--- src/rtl/key_event_pkg.sv ---
// key_event_pkg: code width and event entry layout shared by the key event unit.
package key_event_pkg;
  localparam int CODE_LSB = 0;
  function automatic int cw_of(input int n);
    return (n <= 2) ? 1 : $clog2(n);
  endfunction
  function automatic int rpt_bit(input int n);
    return cw_of(n);
  endfunction
  function automatic int ew_of(input int n);
    return cw_of(n) + 1;
  endfunction
endpackage

--- src/rtl/key_event_unit_debounce.sv ---
// key_debounce: 2-flop synchroniser and stability counter for one raw key line.
module key_debounce #(
  parameter int DB_CYCLES = 1000
) (
  input  logic clk,
  input  logic rst,
  input  logic raw,
  output logic state
);
  localparam int CNTW = $clog2(DB_CYCLES);
  logic [1:0] sync;
  logic [CNTW-1:0] cnt;
  always_ff @(posedge clk or posedge rst) begin
    if (rst) begin
      sync  <= '0;
      cnt   <= '0;
      state <= 1'b0;
    end else begin
      sync <= {sync[0], raw};
      if (sync[1] != state) begin
        if (cnt == CNTW'(DB_CYCLES - 1)) begin
          state <= ~state;
          cnt   <= '0;
        end else begin
          cnt <= cnt + 1'b1;
        end
      end else begin
        cnt <= '0;
      end
    end
  end
endmodule

--- src/rtl/key_event_unit.sv ---
// key_event_unit: debounced keys, press arbitration and event FIFO; KEY_EVENT_REPEAT_EN adds typematic repeat.
module key_event_unit
  import key_event_pkg::*;
#(
  parameter int N_KEYS     = 12,
  parameter int DB_CYCLES  = 1000,
  parameter int FIFO_DEPTH = 4,
  parameter int RPT_DELAY  = 5000000,
  parameter int RPT_PERIOD = 1000000
) (
  input  logic                      clk,
  input  logic                      rst,
  input  logic [N_KEYS-1:0]         keystroke,
  output logic [N_KEYS-1:0]         key_state,
  output logic                      evt_valid,
  input  logic                      evt_ready,
  output logic [cw_of(N_KEYS)-1:0]  evt_code,
  output logic                      evt_repeat,
  output logic                      overflow
);
  localparam int CW = cw_of(N_KEYS);
  localparam int EW = ew_of(N_KEYS);
  localparam int RB = rpt_bit(N_KEYS);
  localparam int AW = $clog2(FIFO_DEPTH);
  logic [N_KEYS-1:0] ks_d, rise, pend, sel, clr;
  logic [CW-1:0] sel_code, rep_key;
  logic [EW-1:0] mem [FIFO_DEPTH];
  logic [EW-1:0] head, entry;
  logic [AW-1:0] wp, rp;
  logic [AW:0] cnt;
  logic rpt_pend, rpt_sel, push, pop, full, any_pend;
  for (genvar k = 0; k < N_KEYS; k++) begin : g_db
    key_debounce #(.DB_CYCLES(DB_CYCLES)) u_db (
      .clk(clk), .rst(rst), .raw(keystroke[k]), .state(key_state[k])
    );
  end
  assign rise = key_state & ~ks_d;
  assign sel = pend & (~pend + 1'b1);
  always_comb begin
    sel_code = '0;
    for (int i = N_KEYS - 1; i >= 0; i--) sel_code = pend[i] ? CW'(i) : sel_code;
  end
  assign any_pend  = |pend;
  assign full      = cnt[AW];
  assign evt_valid = cnt != '0;
  assign pop       = evt_valid & evt_ready;
  assign push      = (any_pend | rpt_pend) & (~full | pop);
  assign rpt_sel   = rpt_pend & ~any_pend;
  assign clr       = push ? sel : '0;
  always_comb begin
    entry = '0;
    entry[RB] = rpt_sel;
    entry[CODE_LSB +: CW] = any_pend ? sel_code : rep_key;
  end
  always_ff @(posedge clk or posedge rst) begin
    if (rst) begin
      ks_d     <= '0;
      pend     <= '0;
      overflow <= 1'b0;
      wp       <= '0;
      rp       <= '0;
      cnt      <= '0;
    end else begin
      ks_d     <= key_state;
      pend     <= (pend & ~clr) | rise;
      overflow <= overflow | (|(rise & pend & ~clr));
      if (push) wp <= wp + 1'b1;
      if (pop) rp <= rp + 1'b1;
      cnt <= cnt + {{AW{1'b0}}, push} - {{AW{1'b0}}, pop};
    end
  end
  always_ff @(posedge clk) if (push) mem[wp] <= entry;
  assign head       = mem[rp];
  assign evt_code   = evt_valid ? head[CODE_LSB +: CW] : '0;
  assign evt_repeat = evt_valid & head[RB];
`ifdef KEY_EVENT_REPEAT_EN
  localparam int TW = $clog2((RPT_DELAY > RPT_PERIOD ? RPT_DELAY : RPT_PERIOD) + 1);
  logic [TW-1:0] tmr;
  logic [CW-1:0] rk_next;
  logic expire;
  always_comb begin
    rk_next = rep_key;
    for (int i = 0; i < N_KEYS; i++) rk_next = rise[i] ? CW'(i) : rk_next;
  end
  assign expire = key_state[rep_key] && tmr == TW'(1) && !(|rise);
  // Press detection and the push each take a cycle, so the first load is
  // shortened by two to place the repeat event RPT_DELAY after key_state rises.
  always_ff @(posedge clk or posedge rst) begin
    if (rst) begin
      rep_key  <= '0;
      tmr      <= '0;
      rpt_pend <= 1'b0;
    end else begin
      rpt_pend <= (rpt_pend & ~(push & rpt_sel)) | expire;
      if (|rise) begin
        rep_key <= rk_next;
        tmr     <= TW'(RPT_DELAY - 2);
      end else if (!key_state[rep_key]) tmr <= '0;
      else if (expire) tmr <= TW'(RPT_PERIOD);
      else if (tmr != '0) tmr <= tmr - 1'b1;
    end
  end
`else
  assign rpt_pend = 1'b0;
  assign rep_key  = '0;
`endif
endmodule

--- config.mk ---
export PLATFORM = sky130hd
export DESIGN_NAME = key_event_unit
export DESIGN_NICKNAME = d
export VERILOG_FILES = /design/src/rtl/key_event_pkg.sv /design/src/rtl/key_event_unit_debounce.sv /design/src/rtl/key_event_unit.sv
export SDC_FILE = /design/constraint.sdc
export NUM_CORES = 1
export LEC_CHECK = 0
export ABC_AREA = 0
export BUFFER_PORTS_ARGS = -buffer_cell sky130_fd_sc_hd__buf_4
export CAP_MARGIN = 20
export CORE_ASPECT_RATIO = 0.6
export CORE_MARGIN = 2
export CORE_UTILIZATION = 56
export DETAILED_ROUTE_END_ITERATION = 8
export GPL_TIMING_DRIVEN = 0
export MAX_ROUTING_LAYER = met4
export PLACE_DENSITY_LB_ADDON = 0.15
export REMOVE_ABC_BUFFERS = 1
export SYNTH_ARGS = -nofsm -noshare
export SYNTH_HDL_FRONTEND = slang
export SYNTH_HIERARCHICAL = 1
export SYNTH_SLANG_ARGS = --single-unit
export TNS_END_PERCENT = 20
--- constraint.sdc ---
create_clock -name clk -period 2.55 [get_ports clk]
set_input_delay 0.765 -clock clk [delete_from_list [all_inputs] [get_ports clk]]
set_output_delay 0.765 -clock clk [all_outputs]
set_load 0.01 [all_outputs]
==> metrics.md, run 1 <==
| Metric | Value |
|---|---|
| Maximum clock rate | `396 MHz` |
| CP startpoint kind | `flop` |
| Worst hold start | `g_db[1].u_db/sync[0]` |
| CP Data Arrival Time | `1.76 ns` |
| Slew @ Worst Pin | `between 0.7 and 0.8 ns` |
| Highest-count cells in the layout ignoring fill and taps | `dfrtp_1 (183), nor2_1 (124), nand3_1 (73)` |
| Number of distinct library cells after synthesis | `49` |
| TritonCTS buffer count | `20` |
| # diodes | `0` |
| Final antenna-violating net count | `0` |
| Met2 layer usage reported by global route | `33.2%` |
| Total design power | `7.21 mW` |
| Number of DRC violations after detailed routing | `0` |
| Capturing element type of the critical path | `primary output` |
| RR Startpoint | `pend[5]` |
| Average wire length per cell after detail routing | `15.6 um` |
| Met1 capacity usage during global routing | `between 30% and 40%` |
| Kind of path behind the tightest hold check | `flop to flop` |
| Final HPWL DP | `13,000 um` |
| Netlist area before placement | `0.00965 sq mm` |
| Post-CTS Hold Buffers | `0` |
| PD cells | `654 mW/mm^2` |
| Setup repair after global routing missed its margin | `yes` |
| Endpoints failing hold | `0` |
| Via count of the first global-routing pass | `6,739` |
| Number of slew-limit violations in the final report | `0` |
| Critical path data required time | `1.79 ns` |
| Number of synthesized flops with an enable pin | `16` |
| Peak-usage layer in the global routing report | `met2` |
| Clock net sink count | `a little over 200` |
| Global routing usage on met3 | `3.93%` |
| Number of H-tree levels | `1` |
| Clock-pin slew on the worst setup and hold paths | `approximately 0.060 ns` |
| Vias per std cell | `5.67` |
| Share of post-route cells with drive strength above 1 | `17.4%` |
| Vias | `6,743` |
| Die boundary height | `between 100 and 150 um` |
| Number of instances in the placed design | `approximately 1,100` |
| Static leakage power | `5.26 nW` |
| NumNets Final | `975` |
| Worst Hold Depth | `0` |
| Worst-skew pair later-pin latency | `0.50 ns` |
| Worst slew slack as a fraction of its limit | `51.0%` |
| Length of the first detailed-routing pass in iterations | `5` |
| Post-synth top flop | `dfrtp_1` |
| Sequential cell area fraction in the yosys report | `53.7%` |
| Worst flop-to-flop path endpoint | `cnt[2]` |
| Count of pins on the block boundary | `34` |
| Die area | `0.0183 sq mm` |
| Input/output buffers | `32` |
| Floorplan row count | `37` |
| Worst hold slack across all endpoints | `0.347 ns` |
| Max_cap viols | `0` |
| CTS tree | `built` |
| First-pass GRT wire length | `around 33,000 um` |
| Syn-to-layout area delta | `14.3%` |
| Hold-critical path endpoint | `g_db[1].u_db/sync[1]` |
| Total number of yosys warnings | `6` |
| Worst IR drop on VDD | `0.346 mV` |
| Clock root cell | `clkbuf_16` |
| Final setup skew | `between 0.015 and 0.02 ns` |
| Commonest non-fill, non-tap cell in the layout | `dfrtp_1` |
| Fill cell instance count of the final layout | `1,288` |
| Crit path max fanout | `6` |
| Antenna violations before repair | `0` |
| Crit Path Class | `flop to primary output` |
| Total overflow reported by the global router | `0` |
| Mean instance size in the synthesized netlist | `approximately 11 sq um` |
| Final count of negative-setup-slack endpoints | `0` |
| Placer's final routability congestion estimate | `0.894` |
| Synthesized instance count | `878` |
| Total wirelength of the detailed-routed design | `around 19,000 um` |
| Reg-to-reg slack, setup | `0.05 ns` |
| Min cycle time layout | `2.53 ns` |
| Die width | `173 um` |
| Maximum number of pins on one net before global-route repair | `23` |
| Outcome | `complete, no violations` |
| Final Cycle Share | `between 90 and 100%` |
| Finished Layout Cells | `1,189` |
| Detailed Route Iter0 Violations | `468` |
| Floorplan core area | `0.0170 sq mm` |
| Depth of the worst register-to-register path | `11` |
| Total routing resource utilization after global routing | `21.9%` |
| Async set-or-reset flop fraction in the synthesized netlist | `92.2%` |
| Initial Utilization | `approximately 57%` |
| Number of synthesized register bits | `204` |
| Maximum root-to-sink buffer count | `3` |
## through the flow
step	worst slack, ns	setup TNS, ns	area, sq um	util, %
floorplan	-0.253	-0.371	9630	-
global placement	-0.558	-0.981	10200	59.8
detailed placement	-0.631	-1.10	10200	60.0
CTS	-0.0419	-0.0545	11000	64.5
global route	-0.0624	-0.239	11000	64.9
finish	0.0228	0	11000	64.9
## layout make-up
type / instances / area (sq um) / share of cell area [%]
Inverter: 41 / 154 / 1.40
Sequential cell: 204 / 5190 / 47.1
Multi-Input combinational cell: 629 / 4370 / 39.6
Clock buffer: 29 / 586 / 5.31
Clock inverter: 7 / 62.6 / 0.567
Timing Repair Buffer: 45 / 373 / 3.38
Tap cell: 234 / 293 / 2.66
## routing by layer
metal | share of wire (%) | wire [um]
met1 | 49 | 9020
met2 | 46 | 8470
met3 | 4.3 | 794
met4 | 1.5 | 282
met5 | 0 | 0
## worst max path at each step
| stage | startpoint | to | slack [ns] | cells past startpoint |
|---|---|---|---|---|
| 4_1_cts | pend[5] | cnt[2] | -0.04 | 11 |
| 2_1_floorplan | pend[2] | cnt[2] | -0.25 | 11 |
| 3_3_place_gp | evt_ready | cnt[2] | -0.56 | 11 |
| 5_1_grt | pend[1] | cnt[2] | -0.06 | 11 |
| 6_report | rp[0] | evt_code[0] | 0.02 | 3 |
| 3_5_place_dp | evt_ready | cnt[2] | -0.63 | 11 |
## state kept, by name (all words and copies together), names as in the netlist
name             flops
g_db.u_db/state     12
mem                 16
overflow             1
cnt                  3
g_db.u_db/sync      24
wp                   2
g_db.u_db/cnt      120
pend                12
ks_d                12
rp                   2
## cell usage after synthesis, types with 2 or more instances
master	number	area (sq um)
dfrtp_1	188	4700
nor2_1	125	469
nand3_1	73	365
nand2_1	58	218
xor2_1	49	429
inv_1	41	154
xnor2_1	40	350
o21ai_0	36	180
and3_2	24	180
ha_1	18	225
edfxtp_1	16	480
nand2b_1	16	100
a21oi_1	14	70.1
nor3_1	14	70.1
o21bai_1	14	105
a31oi_1	13	81.3
nor4b_2	13	195
a311o_1	12	120
and3_1	12	75.1
and4bb_1	12	150
mux2_4	12	180
nand4_2	12	150
o211a_1	12	120
and2_1	9	56.3
nor4_1	5	31.3
mux4_2	4	90.1
or3_1	4	25.0
o41ai_1	3	26.3
a2111oi_0	2	17.5
a22o_1	2	17.5
and3b_1	2	17.5
clkbuf_1	2	7.51
nor2b_1	2	12.5
o22ai_1	2	12.5
o31ai_1	2	15.0
or4_1	2	15.0
## critical path: stages, from the launching register on
cell and delay, ns:
dfrtp_2 0.46, mux4_2 0.52, and2_4 0.17, buf_6 0.11
## report_power, final
group	internal, mW	total [mW]	leakage [nW]	switching [mW]
combinational	0.400	0.733	2.28	0.333
clock	1.70	2.92	0.320	1.22
sequential	3.40	3.56	2.66	0.165
## cells by family (layout without fill, tap and decap cells)
logic type | after synthesis | after routing | share of synthesized area (%)
XOR/XNOR | 89 | 89 | 8.08
flip-flops | 204 | 204 | 53.7
adder cells (fa/ha/maj) | 19 | 19 | 2.54
buffers and inverters | 45 | 122 | 1.80
AO/OA/AOI/OAI | 116 | 116 | 8.29
multiplexers | 16 | 16 | 2.80
other | 1 | 1 | 0.0389
AND/OR/NAND/NOR | 388 | 388 | 22.7
## timing repair
action,CTS,global route
buffers inserted,8,4
setup endpoints to repair,6,6
pin swaps,6,7
gates resized for setup,17,12
No activity file was read; power rests on OpenSTA's default activity.
==> inputs of run 2 (changes only) <==
--- a/config.mk
+++ b/config.mk
@@ -5,7 +5,7 @@
 export SDC_FILE = /design/constraint.sdc
 export NUM_CORES = 1
 export LEC_CHECK = 0
-export ABC_AREA = 0
+export ABC_AREA = 1
 export BUFFER_PORTS_ARGS = -buffer_cell sky130_fd_sc_hd__buf_4
 export CAP_MARGIN = 20
 export CORE_ASPECT_RATIO = 0.6
==> metrics.md, run 2 <==
| Metric | Value |
|---|---|
| First-pass GRT wire length | `29,400 um` |
| Cells taking the most area after synthesis | `dfrtp_1 (48%), nand2_1 (6.1%), nor2_1 (6.0%), inv_1 (5.2%), edfxtp_1 (4.9%)` |
| Simple-gate share of the synthesized area | `27.6%` |
| Number of synthesized flops with an enable pin | `16` |
| Kind of path behind the tightest hold check | `flop to flop` |
| Outcome | `complete, no violations` |
| Clock root cell | `clkbuf_16` |
| Slew @ Worst Pin | `0.672 ns` |
| Final HPWL DP | `between 10,000 and 15,000 um` |
| Number of H-tree levels | `1` |
| Final count of negative-setup-slack endpoints | `0` |
| Endpoints failing hold | `0` |
| Area share of the largest cell type after synthesis | `48.4%` |
| Maximum clock rate | `419 MHz` |
| Setup repair after global routing missed its margin | `no` |
| Synth Area in Adders | `under 10%` |
| Antenna violations before repair | `0` |
| Number of distinct library cells after synthesis | `33` |
| Sequential cell area fraction in the yosys report | `between 50% and 60%` |
| Critical path data required time | `1.79 ns` |
| Most flop-heavy register | `g_db.u_db/cnt` |
| Worst IR drop on VDD | `0.414 mV` |
| Max reg flops | `120` |
| Clock-pin slew on the worst setup and hold paths | `0.07 ns` |
| CTS tree | `built` |
| Die boundary height | `106 um` |
| NumNets Final | `1,124` |
| Number of DRC violations after detailed routing | `0` |
| # diodes | `0` |
| Min cycle time layout | `2.39 ns` |
| Input/output buffers | `32` |
| Length of the first detailed-routing pass in iterations | `6` |
| Total wirelength of the detailed-routed design | `16,700 um` |
| Finished Cell Area | `0.0109 sq mm` |
| Worst Hold Depth | `0` |
| Maximum root-to-sink buffer count | `3` |
| Hold-critical path endpoint | `g_db[6].u_db/sync[1]` |
| Final antenna-violating net count | `0` |
| CP Data Arrival Time | `1.62 ns` |
| Total number of yosys warnings | `6` |
| Share of post-route cells with drive strength above 1 | `18.1%` |
| Worst-skew pair later-pin latency | `0.50 ns` |
| Detailed Route Iter0 Violations | `457` |
| Mean instance size in the synthesized netlist | `9.35 sq um` |
| Count of pins on the block boundary | `34` |
| Average wire length per cell after detail routing | `12.5 um` |
| CP startpoint kind | `flop` |
| Post-synth top flop | `dfrtp_1` |
| Largest family of logic cells by synthesized area | `simple AND/OR/NAND/NOR gates` |
| TritonCTS buffer count | `19` |
| Capturing element type of the critical path | `primary output` |
| PD cells | `809 mW/mm^2` |
| Clock net sink count | `about 200` |
| Syn-to-layout area delta | `12.5%` |
| Maximum number of pins on one net before global-route repair | `19` |
| Worst slew slack as a fraction of its limit | `between 50% and 60%` |
| Initial Utilization | `56.9%` |
| Share of the synthesized area in compound gates (AO/OA/AOI/OAI) | `under 10%` |
| Via count of the first global-routing pass | `approximately 6,000` |
| Netlist area before placement | `0.00972 sq mm` |
| Depth of the worst register-to-register path | `11` |
| Crit path max fanout | `11` |
| Post-Synth XOR/XNOR Area | `4.78%` |
| Commonest non-fill, non-tap cell in the layout | `dfrtp_1` |
| Cell accounting for the most synthesized area | `dfrtp_1` |
| Die width | `between 150 and 200 um` |
| Post-CTS Hold Buffers | `0` |
| Worst flop-to-flop path endpoint | `cnt[2]` |
| Final setup skew | `0.0156 ns` |
| Total overflow reported by the global router | `0` |
| Number of synthesized register bits | `roughly 200` |
| Total design power | `8.85 mW` |
| Commonest cells in the synthesized netlist | `dfrtp_1 (188), nand2_1 (159), nor2_1 (155), inv_1 (135), nand3_1 (74)` |
| Leading registers by flop count | `g_db.u_db/cnt (120), g_db.u_db/sync (24), mem (16)` |
| Crit Path Class | `flop to primary output` |
| Async set-or-reset flop fraction in the synthesized netlist | `92.2%` |
| Placer's final routability congestion estimate | `0.888` |
| Final Cycle Share | `93.6%` |
| Post-Place Cell Area | `0.0103 sq mm` |
| Mux contribution to synthesized area | `0%` |
| Die area | `0.0185 sq mm` |
| Static leakage power | `about 5.0 nW` |
| Synthesized instance count | `approximately 1,000` |
| Max_cap viols | `0` |
| RR Startpoint | `pend[0]` |
| Worst hold start | `g_db[6].u_db/sync[0]` |
| Vias per std cell | `4.87` |
| Reg-to-reg slack, setup | `0.28 ns` |
| Number of slew-limit violations in the final report | `0` |
| Most frequent cell after synthesis | `dfrtp_1` |
| Highest-count cells in the layout ignoring fill and taps | `dfrtp_1 (187), nand2_1 (159), nor2_1 (155)` |
| Floorplan core area | `0.0171 sq mm` |
| Vias | `6,507` |
| Total routing resource utilization after global routing | `about 20%` |
| Floorplan row count | `37` |
run 2: power breakdown:
| part | switching, mW | internal [mW] |
|---|---|---|
| logic | 1.21 | 0.645 |
| clock network | 1.22 | 1.86 |
| registers | 0.221 | 3.71 |
run 2: worst max path at each step:
stage                         start          end  slack (ns)  depth (start not counted)
after global placement    evt_ready       cnt[2]       -0.06                         10
after floorplan           evt_ready       cnt[2]        0.26                          9
after detailed placement  evt_ready       cnt[2]       -0.10                         10
after global routing          rp[0]  evt_code[0]        0.07                          4
final                         rp[0]  evt_code[0]        0.16                          4
after CTS                     rp[0]  evt_code[0]       0.005                          4
run 2: timing repair:
action                                  in CTS  in global routing
setup buffers                                0                  0
endpoints found under the setup margin       0                  4
gates resized for setup                      0                  1
endpoints found under the hold margin        0                  0
run 2: logic make-up after synthesis:
| kind of cell | Yosys count |
|---|---|
| compound gates | 96 |
| xor+xnor | 53 |
| fa+ha+maj | 19 |
| buf+inv | 152 |
| flops | 204 |
| other cells | 1 |
| simple gates | 515 |
run 2: worst max-delay path, stage by stage, from the launching register on:
cell and delay, ns:
dfrtp_2 0.48, inv_1 0.19, o21ai_0 0.14, a21oi_1 0.17, buf_4 0.14
run 2: stage by stage:
step	hold slack [ns]	cells	setup TNS, ns	utilization (%)	worst slack [ns]
3_5_place_dp	0.335	1303	-0.186	60.0	-0.101
2_1_floorplan	0.331	1036	0	-	0.259
6_report	0.349	1337	0	64.0	0.162
4_1_cts	0.349	1337	0	64.0	0.00495
3_3_place_gp	0.332	1302	-0.113	59.8	-0.0583
5_1_grt	0.354	1337	0	64.0	0.0656
run 2: layout make-up:
type / count / area, sq um
Multi-Input combinational cell: 684 / 3950
Fill cell: 1390 / 6140
Tap cell: 234 / 293
Clock inverter: 10 / 129
Timing Repair Buffer: 33 / 268
Inverter: 148 / 556
Clock buffer: 24 / 557
Sequential cell: 204 / 5190
run 2: routing by layer:
metal  GRT usage (%)  wire length, um  share of wire (%)  vias up
met5               -                0                  0        -
met4            4.44              267                1.6        0
met3            2.93              605                3.6       27
met2            25.9             6540                 39       92
met1            32.3             9300                 56     3015
li1                -                -                  -     3373
==> inputs of run 3 (changes only) <==
--- a/config.mk
+++ b/config.mk
@@ -12,7 +12,6 @@
 export CORE_MARGIN = 2
 export CORE_UTILIZATION = 56
 export DETAILED_ROUTE_END_ITERATION = 8
-export GPL_TIMING_DRIVEN = 0
 export MAX_ROUTING_LAYER = met4
 export PLACE_DENSITY_LB_ADDON = 0.15
 export REMOVE_ABC_BUFFERS = 1
==> metrics.md, run 3 (synthesized netlist as in run 2, its figures left out) <==
| Metric | Value |
|---|---|
| Outcome | `complete, no violations` |
| Min cycle time layout | `between 2 and 2.5 ns` |
| Capturing element type of the critical path | `primary output` |
| Kind of path behind the tightest hold check | `input port to async pin` |
| Commonest non-fill, non-tap cell in the layout | `dfrtp_1` |
| Die boundary height | `106 um` |
| Number of post-CTS setup repair buffers | `0` |
| Syn-to-layout area delta | `12.8%` |
| Share of post-route cells with drive strength above 1 | `between 10% and 20%` |
| Floorplan row count | `37` |
| Setup Slack @ Placement | `approximately 0.27 ns` |
| Area of combinational cells with multiple inputs | `0.00395 sq mm` |
| Final setup skew | `just over 0.008 ns` |
| Slew @ Worst Pin | `0.648 ns` |
| Finished Cell Area | `0.0110 sq mm` |
| Average wire length per cell after detail routing | `12.7 um` |
| Fill cell instance count of the final layout | `1,408` |
| Clock root cell | `clkbuf_16` |
| Number of DRC violations after detailed routing | `0` |
| Area used by sequential logic in the layout | `0.00519 sq mm` |
| Length of the first detailed-routing pass in iterations | `5` |
| CP Data Arrival Time | `roughly 1.6 ns` |
| PD cells | `about 800 mW/mm^2` |
| Final Cycle Share | `around 94%` |
| Placer's final routability congestion estimate | `0.850` |
| NumNets Final | `1,127` |
| Leading registers by flop count | `g_db.u_db/cnt (120), g_db.u_db/sync (24), mem (16)` |
| Total wirelength of the detailed-routed design | `between 15,000 and 20,000 um` |
| Crit-path slowest cell | `dfrtp_2` |
| Number of H-tree levels | `1` |
| Final standard cell utilization of the core | `64.2%` |
| Worst slew slack as a fraction of its limit | `56.5%` |
| Clock net sink count | `204` |
| Quantity of gates resized following cts | `0` |
| Static leakage power | `4.96 nW` |
| Count of pins on the block boundary | `34` |
| Total overflow reported by the global router | `0` |
| Worst IR drop on VDD | `approximately 0.45 mV` |
| Total number of cells along the worst setup path | `4` |
| Via count of the first global-routing pass | `6,020` |
| Final HPWL DP | `12,400 um` |
| Worst hold slack across all endpoints | `0.251 ns` |
| Cell-by-cell listing of the critical path | `inv_1, o21ai_0, a21oi_1, buf_4` |
| CTS tree | `built` |
| CP startpoint kind | `flop` |
| Final TNS setup | `0 ns` |
| Vias | `6,492` |
| Detailed Route Iter0 Violations | `approximately 440` |
| Number of slew-limit violations in the final report | `0` |
| Vias per std cell | `4.84` |
| Kind of cell with the highest combined delay on the critical path | `flip-flops` |
| Setup repair after global routing missed its margin | `no` |
| Maximum clock rate | `415 MHz` |
| # diodes | `0` |
| Highest-count cells in the layout ignoring fill and taps | `dfrtp_1 (187), nand2_1 (159), nor2_1 (155)` |
| Crit Path Class | `flop to primary output` |
| Total routing resource utilization after global routing | `19.9%` |
| TritonCTS buffer count | `20` |
| Antenna violations before repair | `0` |
| Maximum root-to-sink buffer count | `3` |
| Die width | `174 um` |
| Floorplan core area | `around 0.017 sq mm` |
| Most flop-heavy register | `g_db.u_db/cnt` |
| Final antenna-violating net count | `0` |
| Number of buffers and inverters on the critical path | `2` |
| Endpoints failing hold | `0` |
| Crit path max fanout | `11` |
| First-pass GRT wire length | `29,600 um` |
| Setup slack after layout | `0.141 ns` |
| Reg-to-reg slack, setup | `0.39 ns` |
| Die area | `0.0185 sq mm` |
| Input/output buffers | `32` |
| Max_cap viols | `0` |
| Depth of the worst register-to-register path | `11` |
| Max reg flops | `120` |
| RR Startpoint | `pend[0]` |
| Final count of negative-setup-slack endpoints | `0` |
| Worst flop-to-flop path endpoint | `cnt[2]` |
| Post-CTS Hold Buffers | `0` |
| Post-Place Cell Area | `a little over 0.01 sq mm` |
| Delay of the slowest critical-path stage | `0.48 ns` |
| Maximum number of pins on one net before global-route repair | `31` |
| Worst-skew pair later-pin latency | `0.49 ns` |
| Critical path data required time | `~1.8 ns` |
| Clock-pin slew on the worst setup and hold paths | `0.06 ns` |
| Initial Utilization | `56.9%` |
run 3: changes by cell type in the layout (fill, tap and decap cells not counted), sizes merged:
cell	before	now
buf	33	35
bufinv	3	2
clkinv	6	2
clkbuf	24	31
inv	149	148
run 3: worst max path at each step:
stage          startpoint          end  slack, ns
6_report            rp[0]  evt_code[0]       0.14
3_5_place_dp    evt_ready       cnt[2]       0.27
2_1_floorplan   evt_ready       cnt[2]       0.26
4_1_cts             rp[0]  evt_code[0]      0.004
5_1_grt             rp[0]  evt_code[2]       0.07
3_3_place_gp    evt_ready       cnt[2]       0.33
run 3: through the flow:
stage               cells  power [mW]
CTS                  1340        9.06
global route         1340        9.51
floorplan            1036        5.30
finish               1340        8.98
global placement     1305        5.83
detailed placement   1305        5.88
run 3: layout make-up:
cell class	instances	share of cell area, %
multi-input cells	684	36.0
repair buffers	35	2.40
clock inverters	4	0.639
well taps	234	2.67
inverters	148	5.07
flip-flops and latches	204	47.3
clock buffers	31	5.89
run 3: worst reg2reg max path: stages (launching register included):
cell     delay [ns]
dfrtp_1        0.48
nor2_4         0.17
nand2_4        0.10
nor2_8         0.17
nand2_8        0.09
nand2_4        0.07
ha_1           0.23
inv_1          0.06
ha_1           0.13
inv_1          0.05
fa_1           0.37
xnor2_1        0.13
run 3: routing by layer:
layer	wire (um)	GRT usage (%)
met3	516	2.97
met4	272	3.48
met5	0	-
met1	9790	33.1
met2	6420	25.5
run 3: report_power, final:
group          switching, mW  internal (mW)  leakage, nW  total, mW
clock network           1.20           1.94        0.353       3.14
logic                   1.23          0.673         1.94       1.90
registers              0.224           3.71         2.66       3.93
total                   2.65           6.33         4.96       8.98
